**config.mk**
```make
export PLATFORM = sky130hd
export DESIGN_NAME = pixel_sink
export DESIGN_NICKNAME = d
export VERILOG_FILES = /design/src/rtl/pixel_sink.sv
export SDC_FILE = /design/constraint.sdc
export NUM_CORES = 1
export LEC_CHECK = 0
export BUFFER_PORTS_ARGS = -buffer_cell sky130_fd_sc_hd__buf_2
export CAP_MARGIN = 5
export CORE_UTILIZATION = 45
export DETAILED_ROUTE_END_ITERATION = 8
export PLACE_DENSITY = 0.85
export SKIP_CTS_REPAIR_TIMING = 1
export SYNTH_ARGS = -nofsm -noshare
export SYNTH_HDL_FRONTEND = slang
export SYNTH_SLANG_ARGS = --single-unit
```
**constraint.sdc**
```tcl
create_clock -name clk -period 5.75 [get_ports clk]
set_input_delay 1.15 -clock clk [delete_from_list [all_inputs] [get_ports clk]]
set_output_delay 1.15 -clock clk [all_outputs]
set_load 0.005 [all_outputs]
```
**src/rtl/pixel_sink.sv**
```systemverilog
// Pixel write sink: FIFO-buffered, clipped x/y -> linear framebuffer writes with memory stall.
// Define FB_CLEAR_EN to compile in the full-screen clear engine (CLEAR state, sweep counter).
module pixel_sink #(
  parameter int DEPTH  = 16,
  parameter int WIDTH  = 160,
  parameter int HEIGHT = 120,
  parameter int ADDR_W = 15
) (
  input  logic              clk,
  input  logic              reset,
  input  logic              writeEn,
  input  logic [9:0]        x,
  input  logic [9:0]        y,
  input  logic [2:0]        colour,
  output logic              ready,
  input  logic              clear,
  input  logic [2:0]        clear_colour,
  input  logic              mem_stall,
  output logic [ADDR_W-1:0] mem_addr,
  output logic [2:0]        mem_data,
  output logic              mem_wren,
  output logic              busy,
  output logic [7:0]        drop_count,
  output logic              state_dbg
);

  localparam int PTR_W = $clog2(DEPTH);
  localparam int CW    = PTR_W + 1;
  localparam int TOTAL = WIDTH * HEIGHT;
  localparam int CNT_W = $clog2(TOTAL + 1);

  typedef enum logic {ST_NORMAL = 1'b0, ST_CLEAR = 1'b1} state_t;

  // Handshakes: a pixel is taken on a rising edge when writeEn & ready and it lies on screen;
  // a memory write completes on a rising edge when mem_wren & !mem_stall.
  logic [ADDR_W+2:0] fifo_mem_q [DEPTH];
  logic [PTR_W-1:0]  wr_ptr_q, rd_ptr_q;
  logic [CW-1:0]     count_q, count_d;
  logic [7:0]        drop_q;
  logic [ADDR_W-1:0] mem_addr_q, pix_addr, head_addr;
  logic [2:0]        mem_data_q, head_col;
  logic              mem_wren_q;
  state_t            state_q;

  logic full, empty, in_range, push, pop, drop;
  logic out_free, clear_go, clear_done, draining, clear_busy;

  assign full     = (count_q == CW'(DEPTH));
  assign empty    = (count_q == '0);
  assign in_range = (32'(x) < WIDTH) && (32'(y) < HEIGHT);
  assign pix_addr = ADDR_W'(32'(y) * WIDTH + 32'(x));
  assign push     = writeEn && in_range && !full;
  assign drop     = writeEn && (!in_range || full);
  assign {head_addr, head_col} = fifo_mem_q[rd_ptr_q];

  assign out_free = !(mem_wren_q && mem_stall);

`ifdef FB_CLEAR_EN
  logic             clear_pend_q;
  logic [2:0]       clr_col_q;
  logic [CNT_W-1:0] cnt_q;

  assign clear_go   = (state_q == ST_NORMAL) && out_free && (clear || clear_pend_q);
  assign clear_done = (state_q == ST_CLEAR) && (cnt_q == CNT_W'(TOTAL));
  assign clear_busy = (state_q == ST_CLEAR) || clear_pend_q;
`else
  logic unused_clear;
  assign unused_clear = ^{clear, clear_colour};
  assign clear_go     = 1'b0;
  assign clear_done   = 1'b0;
  assign clear_busy   = 1'b0;
`endif

  // The FIFO feeds the output register only in NORMAL, or on the very edge the sweep finishes.
  assign draining = out_free && !clear_go && ((state_q == ST_NORMAL) || clear_done);
  assign pop      = draining && !empty;
  assign count_d  = count_q + CW'(push) - CW'(pop);

  always_ff @(posedge clk) begin
    if (push) fifo_mem_q[wr_ptr_q] <= {pix_addr, colour};
  end

  always_ff @(posedge clk or posedge reset) begin
    if (reset) begin
      wr_ptr_q <= '0;
      rd_ptr_q <= '0;
      count_q  <= '0;
      drop_q   <= '0;
    end else begin
      if (push) wr_ptr_q <= wr_ptr_q + PTR_W'(1);
      if (pop)  rd_ptr_q <= rd_ptr_q + PTR_W'(1);
      count_q <= count_d;
      if (drop && (drop_q != 8'hFF)) drop_q <= drop_q + 8'd1;
    end
  end

  always_ff @(posedge clk or posedge reset) begin
    if (reset) begin
      state_q    <= ST_NORMAL;
      mem_addr_q <= '0;
      mem_data_q <= '0;
      mem_wren_q <= 1'b0;
`ifdef FB_CLEAR_EN
      clear_pend_q <= 1'b0;
      clr_col_q    <= '0;
      cnt_q        <= '0;
`endif
    end else begin
      if (draining) begin
        if (!empty) begin
          mem_addr_q <= head_addr;
          mem_data_q <= head_col;
          mem_wren_q <= 1'b1;
        end else begin
          mem_wren_q <= 1'b0;
        end
      end
`ifdef FB_CLEAR_EN
      if (state_q == ST_NORMAL) begin
        if (clear_go) begin
          // First sweep write (address 0) is loaded on the accepting edge.
          state_q      <= ST_CLEAR;
          clear_pend_q <= 1'b0;
          clr_col_q    <= clear_pend_q ? clr_col_q : clear_colour;
          mem_addr_q   <= '0;
          mem_data_q   <= clear_pend_q ? clr_col_q : clear_colour;
          mem_wren_q   <= 1'b1;
          cnt_q        <= CNT_W'(1);
        end else if (clear && !clear_pend_q) begin
          clear_pend_q <= 1'b1;
          clr_col_q    <= clear_colour;
        end
      end else if (out_free) begin
        if (clear_done) begin
          state_q <= ST_NORMAL;
        end else begin
          mem_addr_q <= ADDR_W'(cnt_q);
          mem_data_q <= clr_col_q;
          mem_wren_q <= 1'b1;
          cnt_q      <= cnt_q + CNT_W'(1);
        end
      end
`endif
    end
  end

  assign ready      = !full;
  assign mem_addr   = mem_addr_q;
  assign mem_data   = mem_data_q;
  assign mem_wren   = mem_wren_q;
  assign busy       = !empty || mem_wren_q || clear_busy;
  assign drop_count = drop_q;
  assign state_dbg  = (state_q == ST_CLEAR);

endmodule
```
==> key figures <==
CTS
  – Clock Sinks: 13
  – Root Buffer: clkbuf_4
  – Worst-path clk slew: around 0.07 ns
  – CTS Buf Count: 3
  – CTS max path bufs: 2
  – Clock Latency Late Sink: 0.27 ns
  – TritonCTS clock tree: yes
  – H-tree depth: 1

Routing
  – Drt initial violations: 4
  – DRT Pass-1 Iters: 4
  – Via count: between 600 and 700
  – Total wire length after detailed routing: about 1500 um
  – Routed WL per cell: 10.29 um
  – Via density per instance: between 4 and 5
  – DR DRC count: 0
  – Antenna Nets Post-Route: 0

Timing
  – Hold Violations, Final: 0
  – F_max: between 300 and 400 MHz
  – Worst clock skew: ~0.0013 ns
  – Slew Limit Fails: 0
  – # setup viols final: 0
  – Setup TNS: 0 ns
  – Final min period: approximately 2.9 ns
  – RSZ-0062 raised after global routing: no
  – Slew @ Worst Pin: 0.5058 ns
  – Fin crit share: between 50% and 60%
  – Worst rel slew slack: 66.25%

Placed design
  – Dpl cell area: a little over 1000 um2
  – IO buf count: 24
  – RePlAce Congestion: 0.7738
  – Post-DP HPWL: between 1000 and 1500 um

Floorplanning
  – Die height: between 40 and 50 um
  – Full die area: between 2000 and 2500 um2
  – Site row count: 16
  – Initial Util: a little under half
  – Core footprint: 1962 um2
  – IO Count: 61
  – Die W: roughly 48 um

Cells and area
  – Commonest non-fill, non-tap cell in the layout: buf_2
  – Design area: 1036 um2
  – Multi-input combinational cell area: approximately 500 um2
  – Post-Route Utilization: 52.81%
  – Layout cells sized above 1: 30.25%
  – Storage element area: ~330 um2
  – FILL cells: between 150 and 200
  – Leading cell types in the layout, fill and taps excluded: buf_2, conb_1, dfrtp_1
  – Antenna diodes: 0
  – # nets final: 159
  – Area grow syn2layout: 10.84%

Run
  – Maxcap violations: 0

Setup path
  – Arrival time at the worst endpoint: 3.08 ns
  – Worst Setup Start Kind: input port
  – Crit end category: flip-flop
  – R2R setup slack: roughly 3.5 ns
  – Critical path class: in -> reg
  – Worst-path fanout max: 3
  – WP data required: ~5.9 ns

Global routing
  – First-pass GRT wire length: between 2000 and 2500 um
  – Overall global routing resource usage: roughly 15%
  – GRT overflow: 0
  – Initial antenna violation count: 0
  – Largest net degree at the start of global routing: 14
  – Vias in the first global route: about 550

Status
  – Status: complete, no violations

Synthesis
  – Sequential share of the synthesized area: a little over a third
  – Synth warn: 1
  – Number of distinct library cells after synthesis: 28
  – Synthesis-stage register bit count: 13
  – Post-Syn Instances: 92
  – Cell Area, Synth: 934.6 um2
  – Post-Syn Area per Cell: between 10 and 15 um2

Power
  – Leak: between 0.0005 and 0.0006 uW
  – Worst vdd ir: roughly 0.24 mV
  – PD cells: 400.5 nW/um2

Worst hold path
  – Min-delay worst type: reg -> reg
==> sequential cells by signal (all words and copies together), names as in the netlist <==
register	flops
count_q	5
drop_count	8
==> area by class of cell <==
type,count,area share [%]
inverters,7,2.536
well taps,27,3.261
clock buffers,4,2.536
flip-flops and latches,13,31.40
repair buffers,24,11.59
multi-input cells,71,48.67
==> layer usage <==
metal | vias to the layer above | global-route usage [%] | part of all wire, %
met4 | 0 | 5.000 | 0
met2 | 21 | 25.48 | 53
met3 | 0 | 3.019 | 4.5
met1 | 310 | 19.67 | 42
met5 | - | 0 | 0
li1 | 327 | - | -
==> report_power, final <==
group / internal, uW / switching (uW)
combinational: 96.3 / 87.8
sequential: 133 / 43.9
clock: 26.8 / 27.1
total: 256 / 159
==> final timing paths <==
path	endpoint	depth (start not counted)	start
worst max-delay path	count_q[4]$_DFF_PP0_	12	x[8]
worst min-delay path	drop_count[0]$_DFFE_PP0P_	1	drop_count[0]$_DFFE_PP0P_
worst max register to register	count_q[4]$_DFF_PP0_	13	count_q[2]$_DFF_PP0_
worst min register to register	drop_count[0]$_DFFE_PP0P_	1	drop_count[0]$_DFFE_PP0P_
max in group asynchronous	drop_count[2]$_DFFE_PP0P_	2	reset
min in group asynchronous	drop_count[7]$_DFFE_PP0P_	2	reset
==> cells in the mapped netlist (all sizes together) <==
master | instances | share of area (%)
and4 | 1 | 0.94
buf | 20 | 16
conb | 1 | 0.40
nand2 | 5 | 2.0
a211oi | 1 | 0.80
nand3b | 1 | 0.80
o21ai | 2 | 1.1
nor4b | 1 | 1.6
nand4 | 3 | 2.0
o32a | 1 | 1.1
and2 | 1 | 0.94
mux2 | 3 | 4.4
nor2 | 6 | 2.4
and4bb | 1 | 1.3
or4 | 1 | 1.2
nand2b | 1 | 0.67
a21oi | 1 | 0.53
xor2 | 3 | 2.8
nor4 | 1 | 2.3
dfrtp | 13 | 35
xnor2 | 5 | 4.7
nor3 | 1 | 1.1
nand3 | 2 | 1.1
inv | 7 | 2.8
ha | 8 | 11
and3 | 2 | 1.5
==> cell families after synthesis <==
kind of cell    after synthesis  synth area share (%)
xor+xnor                      8                 7.497
simple gates                 27                 19.81
flops                        13                 34.81
mux                           3                 4.418
compound gates                5                 3.480
fa+ha+maj                     8                 10.71
buf+inv                      27                 18.88
other cells                   1                0.4012
==> worst max-delay path, cell delays in order <==
cell and delay [ns]:
buf_2 0.09, or4_4 0.53, nor4_4 0.31, and3_2 0.21, ha_1 0.16, inv_1 0.05, ha_1 0.19, nor2_1 0.10
nor2_1 0.04, nor2_1 0.08, nor2_1 0.06, xnor2_1 0.12
==> per-stage QoR <==
| stage | instances | power [uW] | hold slack [ns] | setup WS (ns) |
|---|---|---|---|---|
| finish | 146 | 414.9 | 0.5260 | 2.827 |
| detailed placement | 142 | 362.6 | 0.5156 | 2.532 |
| global placement | 142 | 351.9 | 0.5040 | 2.558 |
| CTS | 146 | 419.2 | 0.5325 | 2.816 |
| floorplan | 111 | 310.8 | 0.4934 | 2.747 |
| global route | 146 | 453.0 | 0.5524 | 2.728 |
(Power assumes the default switching activity.)
